File: src/rtl/fetch_unit.sv
// Instruction-fetch stage: owns the PC, fetches over a req/ack memory handshake
// and hands words to decode through a single-entry valid/ready buffer.
module fetch_unit #(
    parameter int unsigned        ADDR_W   = 32,
    parameter int unsigned        DATA_W   = 32,
    parameter int unsigned        PC_STEP  = 4,
    parameter logic [ADDR_W-1:0]  RESET_PC = '0,
    parameter int unsigned        TIMEOUT  = 255
) (
    input  logic              clk,
    input  logic              rst,
    input  logic              run,
    output logic              mem_req,
    output logic [ADDR_W-1:0] mem_addr,
    input  logic              mem_ack,
    input  logic [DATA_W-1:0] mem_rdata,
    output logic              instr_valid,
    output logic [DATA_W-1:0] instr,
    output logic [ADDR_W-1:0] instr_pc,
    input  logic              instr_ready,
    input  logic              redirect_valid,
    input  logic [ADDR_W-1:0] redirect_target,
    output logic              fault,
    output logic [1:0]        fault_code,
    input  logic              fault_clear
);

    localparam logic [1:0] ST_IDLE  = 2'd0;
    localparam logic [1:0] ST_REQ   = 2'd1;
    localparam logic [1:0] ST_HOLD  = 2'd2;
    localparam logic [1:0] ST_FAULT = 2'd3;

    localparam logic [1:0] FC_NONE     = 2'd0;
    localparam logic [1:0] FC_TIMEOUT  = 2'd1;
    localparam logic [1:0] FC_MISALIGN = 2'd2;

    localparam int unsigned CNT_W = 16;
    // The last wait cycle that may still end without a fault.
    localparam logic [CNT_W-1:0]  CNT_LAST   = CNT_W'(TIMEOUT - 1);
    localparam logic [ADDR_W-1:0] ALIGN_MASK = ADDR_W'(PC_STEP - 1);
    localparam logic [ADDR_W-1:0] STEP       = ADDR_W'(PC_STEP);

    logic [1:0]        state_q, state_d;
    logic [ADDR_W-1:0] pc_q, pc_d;
    logic [CNT_W-1:0]  cnt_q, cnt_d;
    logic [DATA_W-1:0] instr_q, instr_d;
    logic [ADDR_W-1:0] instr_pc_q, instr_pc_d;
    logic [1:0]        fault_code_q, fault_code_d;

    logic redirect_misaligned;

    assign redirect_misaligned = |(redirect_target & ALIGN_MASK);

    always_comb begin
        state_d      = state_q;
        pc_d         = pc_q;
        cnt_d        = cnt_q;
        instr_d      = instr_q;
        instr_pc_d   = instr_pc_q;
        fault_code_d = fault_code_q;

        // Redirect outranks ack, ready and timeout everywhere except FAULT.
        if (state_q != ST_FAULT && redirect_valid) begin
            cnt_d = '0;
            if (redirect_misaligned) begin
                state_d      = ST_FAULT;
                fault_code_d = FC_MISALIGN;
            end else begin
                state_d = ST_REQ;
                pc_d    = redirect_target;
            end
        end else begin
            case (state_q)
                ST_IDLE: begin
                    if (run) begin
                        state_d = ST_REQ;
                    end
                end
                ST_REQ: begin
                    if (mem_ack) begin
                        instr_d    = mem_rdata;
                        instr_pc_d = pc_q;
                        pc_d       = pc_q + STEP;
                        cnt_d      = '0;
                        state_d    = ST_HOLD;
                    end else if (cnt_q == CNT_LAST) begin
                        cnt_d        = '0;
                        fault_code_d = FC_TIMEOUT;
                        state_d      = ST_FAULT;
                    end else begin
                        cnt_d = cnt_q + 1'b1;
                    end
                end
                ST_HOLD: begin
                    if (instr_ready) begin
                        state_d = ST_REQ;
                    end
                end
                default: begin
                    if (fault_clear) begin
                        fault_code_d = FC_NONE;
                        cnt_d        = '0;
                        state_d      = ST_REQ;
                    end
                end
            endcase
        end
    end

    always_ff @(posedge clk or negedge rst) begin
        if (!rst) begin
            state_q      <= ST_IDLE;
            pc_q         <= RESET_PC;
            cnt_q        <= '0;
            instr_q      <= '0;
            instr_pc_q   <= '0;
            fault_code_q <= FC_NONE;
        end else begin
            state_q      <= state_d;
            pc_q         <= pc_d;
            cnt_q        <= cnt_d;
            instr_q      <= instr_d;
            instr_pc_q   <= instr_pc_d;
            fault_code_q <= fault_code_d;
        end
    end

    // Outputs decode straight from state so a reset drops them immediately.
    assign mem_req     = (state_q == ST_REQ);
    assign mem_addr    = pc_q;
    assign instr_valid = (state_q == ST_HOLD);
    assign instr       = instr_q;
    assign instr_pc    = instr_pc_q;
    assign fault       = (state_q == ST_FAULT);
    assign fault_code  = fault_code_q;

endmodule

File: config.mk
export PLATFORM = sky130hd
export DESIGN_NAME = fetch_unit
export DESIGN_NICKNAME = d
export VERILOG_FILES = /design/src/rtl/fetch_unit.sv
export SDC_FILE = /design/constraint.sdc
export NUM_CORES = 1
export LEC_CHECK = 0
export CAP_MARGIN = 20
export CORE_MARGIN = 2
export CORE_UTILIZATION = 35
export CTS_BUF_LIST = sky130_fd_sc_hd__clkbuf_8
export CTS_CLUSTER_SIZE = 24
export DETAILED_ROUTE_END_ITERATION = 16
export PLACE_DENSITY = 0.61
export SLEW_MARGIN = 20
export SYNTH_ARGS = -nofsm -noshare
export SYNTH_HDL_FRONTEND = slang
export SYNTH_SLANG_ARGS = --single-unit
File: constraint.sdc
create_clock -name clk -period 5.52 [get_ports clk]
set_input_delay 0.552 -clock clk [delete_from_list [all_inputs] [get_ports clk]]
set_output_delay 0.552 -clock clk [all_outputs]
set_load 0.03 [all_outputs]
Yosys cells after proc, flatten, opt, wreduce, memory -nomap -nowiden:

Cells that the tools add are included.
Widths: inputs -> output; s select.

* register bits after elaboration: 116
* output and inout bits: 101
* logic and storage cells: 58
* bits of input ports: 71

* equality and inequality tests: 13
* mux-type cells: 23
* bitwise logic cells: 1
* reduce and logical (&&, ||, !) cells: 13
* add/sub/neg operators: 2

Operators with widths (count)
* $mux 32: 4
* $mux 16: 4
* $add 32x3->32 const B: 1
* $pmux 16 s2: 1
* $mux 2: 12
* $add 16x1->16 const B: 1
* $eq 16x8->1 const B: 1
* $ne 2x2->1 const B: 3
* $ne 3x1->1 const B: 2
* $pmux 2 s3: 1
* $reduce_and 3->1: 2
* $reduce_and 5->1: 1
* $reduce_bool 5->1: 1
* $eq 2x2->1 const B: 2
* $ne 4x1->1 const B: 1
* $pmux 2 s2: 1
* $reduce_and 4->1: 1
* $reduce_bool 2->1: 2
* $reduce_or 2->1: 2
* $ne 3x2->1 const B: 1
* $ne 3x3->1 const B: 1
* $reduce_bool 3->1: 1
* $eq 2x1->1 const B: 1
* $logic_not 2->1: 1
* other kinds (4): 4

Depth between registers and ports, before layout:

Gate-level depths: netlist (run 1).

* depth after elaboration: 5
* mapped depth: 9
* gate-level depth less buffers: 7

Worst setup path after synthesis (run 1):

No wires, ideal clock.

* path type: flip-flop to flip-flop
* start point: register pc_q[2], in the netlist mem_addr[2]
* end point: register pc_q[26], in the netlist mem_addr[26]
* period minus slack after synthesis: 2.173 ns
* library setup time: 0.096 ns
* path slack: 3.347 ns
* buffers on the path: 1
* stages on the path, launching flop included: 8
* arrival: 2.077 ns
* path through: dfrtp_1 ha_1 nand3_4 or4_4 buf_6 nor2_8 a211oi_2 a311oi_2

* word-level cells in the longest chain between the ends: 4

RTL lines
* from (decl): RTL line 44 `logic [ADDR_W-1:0] pc_q, pc_d;`
* from (signal assigned): RTL line 120 `pc_q <= pc_d;`
* $add 32x3->32: RTL line 83 `pc_d = pc_q + STEP;`
* $mux 32: RTL line 80 `if (mem_ack) begin`
* $mux 32: RTL line 73 `case (state_q)`
* $mux 32: RTL line 63 `if (state_q != ST_FAULT && redirect_valid) begin`

Every way passes these cells. The select of a mux whose other input is x is not followed.
A chain may end at the register's enable or synchronous reset.

Worst setup path in the final report (run 1):

* start point: register state_q[1]
* end point: register pc_q[29], in the netlist mem_addr[29]

* word-level cells in the longest chain between the ends: 4

RTL lines
* from (decl): RTL line 43 `logic [1:0] state_q, state_d;`
* from (signal assigned): RTL line 119 `state_q <= state_d;`
* $ne 2x2->1: RTL line 63
* $logic_and 1x1->1: RTL line 63
* $ne 2x2->1 (no line) / $reduce_bool 2->1 (equally long branches)
* $reduce_and 3->1 (no line)

Parallel ways exist; a longest one is shown, timed or not.

==> metrics.md, run 1 <==
| Metric | Value |
|---|---|
| Outcome | finished, final reports clean |
| Hpwl dp | 11,500 um |
| Leading post-synthesis cells by cell area | dfrtp_1 (52%), nand2_1 (15%), a21oi_1 (2.8%) |
| Final cell count without fillers | 1,030 |
| Fill count | 1,521 |
| Synthesis-stage register bit count | 116 |
| Mapped cell area | 5630 um2 |
| Slew @ Worst Pin | 0.920 ns |
| # IOs | 172 |
| Final hold vios | 0 |
| Worst-Skew Late Latency | 0.44 ns |
| Ant diodes | 0 |
| Syn_nets | 718 |
| Post-CTS setup buffer count | 0 |
| Worst-path fanout max | 45 |
| Routed Antenna Nets | 0 |
| CTS Buffer Depth | 2 |
| Static Leakage | 3.49 nW |
| Post-Syn Instances | 640 |
| DRC violations left | 0 |
| Most frequent cells in the layout | nand2_1 (227), clkdlybuf4s50_1 (170), dfrtp_1 (116), a21oi_1 (32), o21ai_0 (29) |
| CP max stage cell | and3_2 |
| Total grt overflow | 0 |
| Ratio of final minimum period to clock period | 52.0% |
| Initial antenna violation count | 0 |
| Worst path cell trace | inv_1 > ha_1 > and3_2 > buf_4 > nand3_1 > or4_1 > nand3_1 |
| Final number of setup-violating endpoints | 0 |
| Maximum clock frequency | 0.348 GHz |
| Required time worst endpoint | 5.90 ns |
| Main synth FF type | dfrtp_1 |
| GRT Total Usage | 20.1% |
| YS warnings | 0 |
| Share of layout cells above drive strength 1 | 7.37% |
| Power density cells | 568 nW/um2 |
| Placer congestion estimate | 0.866 |
| Peak VDD IR | 411 uV |
| Maximum number of pins on one net before global-route repair | 77 |
| H-tree depth | 4 |
| Yosys top cell area share | 51.6% |
| Routed wire per std cell | 16.2 um |
| Setup_tns | 0 ns |
| CP startpoint kind | flop |
| Slew Limit Fails | 0 |
| Post-synth EDFFs | 0 |
| Synth cell types | 64 |
| First-pass GRT wire length | 26,500 um |
| Routed wire length | 16,700 um |
| Die Footprint | 17,100 um2 |
| First-pass iteration count of the detailed router | 6 |
| Clock skew | 0.0103 ns |
| Clock Pin Slew Worst Setup and Hold Paths | 0.07 ns |
| Final min period | 2.87 ns |
| Cts bufs inserted | 17 |
| DP Worst Slack | 2.37 ns |
| Synthesized area per cell | 8.80 um2 |
| Initial cell density of the core | 35.6% |
| Slew Limit Headroom | 38.6% |
| Final #Nets | 880 |
| CTS tree | yes |
| Top delay family on crit path | simple AND/OR/NAND/NOR gates |
| Max-Cap Viols | 0 |
| Vias in the first global route | 5,163 |
| Die width | 131 um |
| Register area share after synthesis | 51.6% |
| Worst Path Arrival | 3.25 ns |
| Num rows | 46 |
| Fin area | 7860 um2 |
| Post-layout total power | 4.46 mW |
| Worst path buffer plus inverter count | 2 |
| Clock Sinks | 116 |
| DIE HEIGHT | 131 um |
| Crit Path Category | flop to flop |
| Vias per Instance | 5.15 |
| Crit-path most repeated cell | nand3_1 |
| Commonest non-fill, non-tap cell in the layout | nand2_1 |
| Placed cells | 997 |
| Area delta synth->final | 39.6% |
| Port Buf Inserts | 171 |
| RSZ-0062 raised after global routing | no |
| Core area | 15,800 um2 |
| Vias | 5,309 |
| DR iter-0 viols | 285 |
| DP Area | 7490 um2 |
| Slack of the critical path | 2.65 ns |
| Ys async rst share | 100% |
| Post-synth top area cell | dfrtp_1 |
| Root Buffer Master | clkbuf_8 |
| Hold crit path type | flop to flop |
| Worst path max stage delay | 0.63 ns |
| Worst setup EP type | flop |
==> state kept, by name, indices dropped and copies added, names as in the netlist <==
register and count:
instr_pc 32, instr 32, state_q 2, fault_code 2, mem_addr 32, cnt_q 16
==> what timing repair did <==
| action | CTS | global route |
|---|---|---|
| hold buffers | 0 | 1 |
| endpoints found under the setup margin | 0 | 0 |
| endpoints found under the hold margin | 0 | 17 |
| gates resized for setup | 0 | 0 |
==> metal layers <==
metal | vias up | global-route usage (%) | routed length, um
li1 | 2537 | - | -
met1 | 2554 | 26.4 | 7550
met2 | 186 | 32.3 | 7700
met3 | 32 | 4.97 | 1130
met4 | 0 | 7.45 | 357
met5 | - | 0 | 0
==> cell type report <==
class | count | area, um2 | area share (%)
Sequential cell | 116 | 2900 | 36.9
Tap cell | 216 | 270 | 3.44
Multi-Input combinational cell | 482 | 2540 | 32.3
Inverter | 7 | 26.3 | 0.334
Clock inverter | 10 | 43.8 | 0.557
Clock buffer | 21 | 289 | 3.68
Timing Repair Buffer | 178 | 1780 | 22.7
==> path summary, 6_finish.rpt <==
check	start	end	slack [ns]	depth (start not counted)
setup / recovery	state_q[1]	mem_addr[29]	2.65	7
hold / removal	instr_pc[23]	instr_pc[23]	0.47	2
setup reg to reg	state_q[1]	mem_addr[29]	2.65	7
hold reg to reg	instr_pc[23]	instr_pc[23]	0.47	2
max in group asynchronous	rst	mem_addr[19]	4.15	3
min in group asynchronous	rst	instr[6]	0.54	2
==> synth_stat cells (3+ instances only) <==
library cell	count
ha_1	7
nand2_1	227
o21ai_0	29
or2_2	3
o22a_1	5
mux2i_1	4
o31ai_1	5
a21oi_1	32
o22ai_1	8
and3_1	7
nand4_1	9
nor3_1	18
a22o_1	5
nor4_1	4
a31oi_1	3
dfrtp_1	116
inv_1	7
or3_1	4
nand2b_1	3
buf_1	9
and4_1	3
a41oi_1	3
nand3_1	20
nor2_1	26
a211oi_1	9
a311oi_1	4
clkbuf_1	14
buf_2	7
and2_1	7
==> where the power goes <==
| part | internal, mW | switching [mW] | total, mW |
|---|---|---|---|
| clock | 0.343 | 0.337 | 0.680 |
| sequential | 1.18 | 0.337 | 1.52 |
| combinational | 0.882 | 1.39 | 2.27 |
| total | 2.40 | 2.06 | 4.46 |
==> logic make-up after synthesis <==
family	count (synthesis)	share of synthesized area, %
fa+ha+maj	7	1.56
mux	5	0.911
compound gates	119	13.8
buf+inv	42	3.65
simple gates	351	28.5
flops	116	51.6
==> worst reg2reg max path: cells and delay by family (launching register included) <==
family | cells | cell delay (ns)
buffers and inverters | 2 | 0.62
and+or+nand+nor | 4 | 1.46
adders and majority gates | 1 | 0.32
DFF | 1 | 0.43
==> stage by stage <==
step,util (%),hold WS (ns)
finish,49.6,0.474
global route,49.6,0.498
CTS,49.4,0.289
detailed placement,47.3,0.461
global placement,47.3,0.457
floorplan,-,0.256
(Power assumes the default switching activity.)
==> run 2: changes to the inputs <==
==> constraint.sdc (replaced) <==
create_clock -name clk -period 2.95 [get_ports clk]
set_input_delay 0.295 -clock clk [delete_from_list [all_inputs] [get_ports clk]]
set_output_delay 0.295 -clock clk [all_outputs]
set_load 0.03 [all_outputs]
==> metrics.md, run 2 (synthesized netlist as in run 1, its figures left out) <==
| Metric | Value |
|---|---|
| Hold crit path type | input port to asynchronous set/reset pin |
| Slew Limit Headroom | 46.9% (+8.3 points) |
| Routed wire per std cell | 16.1 um (-1.0%) |
| Max-Cap Viols | 0 (unchanged) |
| First-pass iteration count of the detailed router | 5 (-1) |
| Worst Path Arrival | 2.03 ns (-1.22 ns) |
| Post-layout total power | 8.52 mW (+91%) |
| Slew Limit Fails | 0 (unchanged) |
| Clock Sinks | 116 (unchanged) |
| Initial antenna violation count | 0 (unchanged) |
| Vias per Instance | 5.07 (-1.6%) |
| Post_cts resized | 0 (unchanged) |
| Most frequent cells in the layout | nand2_1 (227), clkdlybuf4s50_1 (170), dfrtp_1 (116), a21oi_1 (32), o21ai_0 (29) |
| DR iter-0 viols | 378 (+33%) |
| Commonest non-fill, non-tap cell in the layout | nand2_1 |
| CTS tree | yes |
| DIE HEIGHT | 131 um (unchanged) |
| First-pass GRT wire length | 26,200 um (-1.3%) |
| GRT Total Usage | 20.0% (-0.078 points) |
| CTS Buffer Depth | 2 (unchanged) |
| RSZ-0062 raised after global routing | no |
| Total grt overflow | 0 (unchanged) |
| Root Buffer Master | clkbuf_8 |
| Crit Path Category | flop to primary output |
| Worst-Skew Late Latency | 0.44 ns (about the same) |
| DRC violations left | 0 (unchanged) |
| Num rows | 46 (unchanged) |
| Peak VDD IR | 577 uV (+40%) |
| Maximum number of pins on one net before global-route repair | 83 (+7.8%) |
| Final hold slack | 0.371 ns (-0.103 ns) |
| Ant diodes | 0 (unchanged) |
| Clock skew | 0.00923 ns (-0.00109 ns) |
| Outcome | finished, final reports clean |
| Die Footprint | 17,100 um2 (unchanged) |
| Hpwl dp | 11,800 um (+3.0%) |
| Port Buf Inserts | 171 (unchanged) |
| Cts bufs inserted | 17 (unchanged) |
| Worst setup EP type | primary output |
| Fill count | 1,491 (-2.0%) |
| Required time worst endpoint | 2.65 ns (-3.25 ns) |
| Post-CTS setup buffer count | 0 (unchanged) |
| Initial cell density of the core | 35.6% (unchanged) |
| Power density cells | 1070 nW/um2 (+88%) |
| # IOs | 172 (unchanged) |
| Clock Pin Slew Worst Setup and Hold Paths | 0.07 ns (about the same) |
| Final hold vios | 0 (unchanged) |
| Placer congestion estimate | 0.807 (-6.8%) |
| Die width | 131 um (unchanged) |
| Area delta synth->final | 41.6% |
| Post-CTS Hold Fix Bufs | 1 (+1) |
| Static Leakage | 3.56 nW (+1.9%) |
| Routed Antenna Nets | 0 (unchanged) |
| Vias in the first global route | 5,060 (-2.0%) |
| Routed wire length | 16,700 um (about the same) |
| Vias | 5,279 (-0.57%) |
| Maximum clock frequency | 0.431 GHz |
| CP startpoint kind | flop |
| Slew @ Worst Pin | 0.797 ns (-0.124 ns) |
| Final number of setup-violating endpoints | 0 (unchanged) |
| Worst-path fanout max | 7 (-84%) |
| Ratio of final minimum period to clock period | 78.7% |
| Share of layout cells above drive strength 1 | 8.48% (+1.1 points) |
| Final #Nets | 890 (+1.1%) |
| H-tree depth | 4 (unchanged) |
| Setup_tns | 0 ns (unchanged) |
| Final min period | 2.32 ns |
| Core area | 15,800 um2 (unchanged) |
## run 2: cell types whose count changed in the layout (fill, tap and decap cells not counted)
cell | before | now
inv_1 | 12 | 13
bufinv_16 | 0 | 1
buf_4 | 6 | 16
clkbuf_8 | 21 | 23
clkinv_2 | 5 | 2
buf_16 | 1 | 0
buf_12 | 0 | 1
## run 2: final timing paths
kind                                from           end  slack, ns  cells after the start
max                           state_q[1]       mem_req       0.63                      3
min reg2reg                    instr[21]     instr[21]       0.47                      2
min in group clk           mem_rdata[30]     instr[30]       0.39                      3
max in group asynchronous            rst      cnt_q[6]       1.78                      3
max reg2reg                  mem_addr[2]  mem_addr[26]       0.79                      5
min                                  rst      instr[0]       0.37                      2
## run 2: layout make-up
class | instances | area, um2 | share of cell area (%)
Timing Repair Buffer | 188 | 1850 | 23.2
Clock buffer | 23 | 317 | 3.97
Clock inverter | 9 | 62.6 | 0.785
Sequential cell | 116 | 2900 | 36.4
Inverter | 7 | 26.3 | 0.330
Multi-Input combinational cell | 482 | 2540 | 31.9
Tap cell | 216 | 270 | 3.39
## run 2: layer usage
metal / vias up / wire length [um] / global-route usage, %
met2: 204 / 7780 / 32.4
met5: - / 0 / 0
li1: 2560 / - / -
met3: 13 / 1260 / 5.82
met4: 0 / 195 / 6.07
met1: 2502 / 7490 / 26.1
## run 2: power by group
group | switching [mW] | internal [mW] | leakage, nW
registers | 0.599 | 2.21 | 1.45
logic | 2.63 | 1.71 | 1.89
clock network | 0.607 | 0.779 | 0.219
## run 2: critical path, stage by stage, from the launching register on
cell and delay [ns]:
dfrtp_1 0.41, inv_1 0.09, ha_1 0.35, clkdlybuf4s50_1 0.74
## run 2: through the flow
| stage | instance area, um2 | worst slack [ns] | instances | util, % |
|---|---|---|---|---|
| global placement | 7580 | 0.716 | 1008 | 47.9 |
| CTS | 7970 | 0.601 | 1041 | 50.4 |
| detailed placement | 7580 | 0.661 | 1008 | 47.9 |
| floorplan | 5630 | 0.777 | 640 | - |
| global route | 7970 | 0.542 | 1041 | 50.4 |
| finish | 7970 | 0.627 | 1041 | 50.4 |
==> run 3: changes to the inputs <==
==> constraint.sdc (replaced) <==
create_clock -name clk -period 2.3 [get_ports clk]
set_input_delay 0.23 -clock clk [delete_from_list [all_inputs] [get_ports clk]]
set_output_delay 0.23 -clock clk [all_outputs]
set_load 0.03 [all_outputs]
==> metrics.md, run 3 (synthesized netlist as in run 1, its figures left out) <==
| Metric | Value |
|---|---|
| Outcome | finished, final reports clean |
| Hold crit path type | input port to flop |
| Maximum clock frequency | 0.478 GHz |
| Maximum number of pins on one net before global-route repair | 73 (-12%) |
| Slack of the critical path | 0.208 ns (-0.420 ns) |
| Commonest non-fill, non-tap cell in the layout | nand2_1 |
| Required time worst endpoint | 2.07 ns (-0.58 ns) |
| Core area | 15,800 um2 (unchanged) |
| Vias | 5,369 (+1.7%) |
| CP startpoint kind | flop |
| CTS Buffer Depth | 2 (unchanged) |
| Vias in the first global route | 5,266 (+4.1%) |
| Worst path max stage delay | 0.69 ns (-0.05 ns) |
| Max-Cap Viols | 0 (unchanged) |
| Final number of setup-violating endpoints | 0 (unchanged) |
| Vias per Instance | 5.11 (+0.74%) |
| Worst path buffer plus inverter count | 2 (unchanged) |
| Final hold slack | 0.325 ns (-0.0465 ns) |
| CP max stage cell | clkdlybuf4s50_1 |
| Routed wire per std cell | 15.9 um (-0.82%) |
| Peak VDD IR | 806 uV (+40%) |
| Root Buffer Master | clkbuf_8 |
| First-pass GRT wire length | 26,600 um (+1.6%) |
| GRT Total Usage | 20.1% (+0.13 points) |
| Routed Antenna Nets | 0 (unchanged) |
| Worst setup EP type | primary output |
| Slew @ Worst Pin | 0.694 ns (-0.102 ns) |
| Initial cell density of the core | 35.6% (unchanged) |
| Port Buf Inserts | 171 (unchanged) |
| Ratio of final minimum period to clock period | 91.0% |
| RSZ-0062 raised after global routing | no |
| Die Footprint | 17,100 um2 (unchanged) |
| Cts bufs inserted | 17 (unchanged) |
| Initial antenna violation count | 0 (unchanged) |
| Ant diodes | 0 (unchanged) |
| Final hold vios | 0 (unchanged) |
| Worst-Skew Late Latency | 0.44 ns (about the same) |
| # IOs | 172 (unchanged) |
| Worst Path Arrival | 1.86 ns (-0.17 ns) |
| Die width | 131 um (unchanged) |
| Power density cells | 1370 nW/um2 (+28%) |
| Setup_tns | 0 ns (unchanged) |
| Top delay family on crit path | buffers and inverters |
| Total grt overflow | 0 (unchanged) |
| Num rows | 46 (unchanged) |
| Slew Limit Fails | 0 (unchanged) |
| Crit Path Category | flop to primary output |
| Clock Sinks | 116 (unchanged) |
| Post-CTS setup buffer count | 0 (unchanged) |
| Most frequent cells in the layout | nand2_1 (227), clkdlybuf4s50_1 (169), dfrtp_1 (116), a21oi_1 (32), o21ai_0 (29) |
| DP Worst Slack | 0.234 ns (-0.427 ns) |
| Clock skew | 0.0115 ns (+0.00228 ns) |
| Placer congestion estimate | 0.897 (+11%) |
| DIE HEIGHT | 131 um (unchanged) |
| Clock Pin Slew Worst Setup and Hold Paths | 0.07 ns (about the same) |
| CTS tree | yes |
| Area delta synth->final | 43.5% |
| Hpwl dp | 12,100 um (+2.5%) |
| Slew Limit Headroom | 53.7% (+6.8 points) |
| Static Leakage | 3.62 nW (+1.8%) |
| Final #Nets | 903 (+1.5%) |
| Final min period | 2.09 ns |
| Worst path cell trace | inv_1 > ha_1 > clkdlybuf4s50_1 |
| H-tree depth | 4 (unchanged) |
| DR iter-0 viols | 287 (-24%) |
| Routed wire length | 16,800 um (+0.14%) |
| Worst-path fanout max | 4 (-3) |
| First-pass iteration count of the detailed router | 4 (-1) |
| DRC violations left | 0 (unchanged) |
| Share of layout cells above drive strength 1 | 10.1% (+1.6 points) |
[run 3: power by group]
| group | total (mW) | internal (mW) | switching, mW |
|---|---|---|---|
| clock | 1.76 | 0.964 | 0.793 |
| sequential | 3.51 | 2.83 | 0.676 |
| combinational | 5.78 | 2.29 | 3.49 |
| total | 11.0 | 6.09 | 4.96 |
[run 3: per-stage QoR]
stage	area [um2]	instances	power [mW]	utilization, %
finish	8080	1051	11.0	51.0
global route	8080	1051	11.8	51.0
CTS	8080	1051	11.2	51.0
detailed placement	7700	1021	9.36	48.7
global placement	7700	1021	9.24	48.7
floorplan	5630	640	6.79	-
[run 3: final timing paths]
| path | to | slack (ns) | depth (start not counted) | startpoint |
|---|---|---|---|---|
| worst max-delay path | instr_valid | 0.21 | 3 | state_q[0] |
| worst min-delay path | instr[24] | 0.32 | 3 | mem_rdata[24] |
| worst max register to register | mem_addr[24] | 0.21 | 5 | mem_addr[2] |
| worst min register to register | instr_pc[25] | 0.47 | 2 | instr_pc[25] |
| max in group asynchronous | instr_pc[0] | 1.25 | 3 | rst |
| min in group asynchronous | mem_addr[26] | 0.38 | 2 | rst |
[run 3: routing by layer]
| layer | global-route usage [%] | up-vias | routed length [um] |
|---|---|---|---|
| met5 | 0 | - | 0 |
| met4 | 8.01 | 0 | 378 |
| met3 | 4.64 | 26 | 1200 |
| met2 | 33.0 | 194 | 7760 |
| met1 | 25.9 | 2565 | 7420 |
| li1 | - | 2584 | - |
[run 3: what timing repair did]
item	4_1_cts	5_1_grt
setup endpoints to repair	0	1
resized for setup	0	1
hold buffers	1	0
endpoints found under the hold margin	48	0
[run 3: final cells by class]
cell class | count | area (um2)
Clock buffer | 22 | 303
Clock inverter | 7 | 57.6
Fill cell | 1456 | 7750
Inverter | 7 | 26.3
Multi-Input combinational cell | 482 | 2540
Sequential cell | 116 | 2900
Tap cell | 216 | 270
Timing Repair Buffer | 201 | 1980
[run 3: worst reg2reg max path, delay by kind of cell (launching register included)]
family,cells,cell delay (ns)
adder cells (fa/ha/maj),1,0.28
AO/OA/AOI/OAI,1,0.14
flip-flops,1,0.49
AND/OR/NAND/NOR,3,1.05
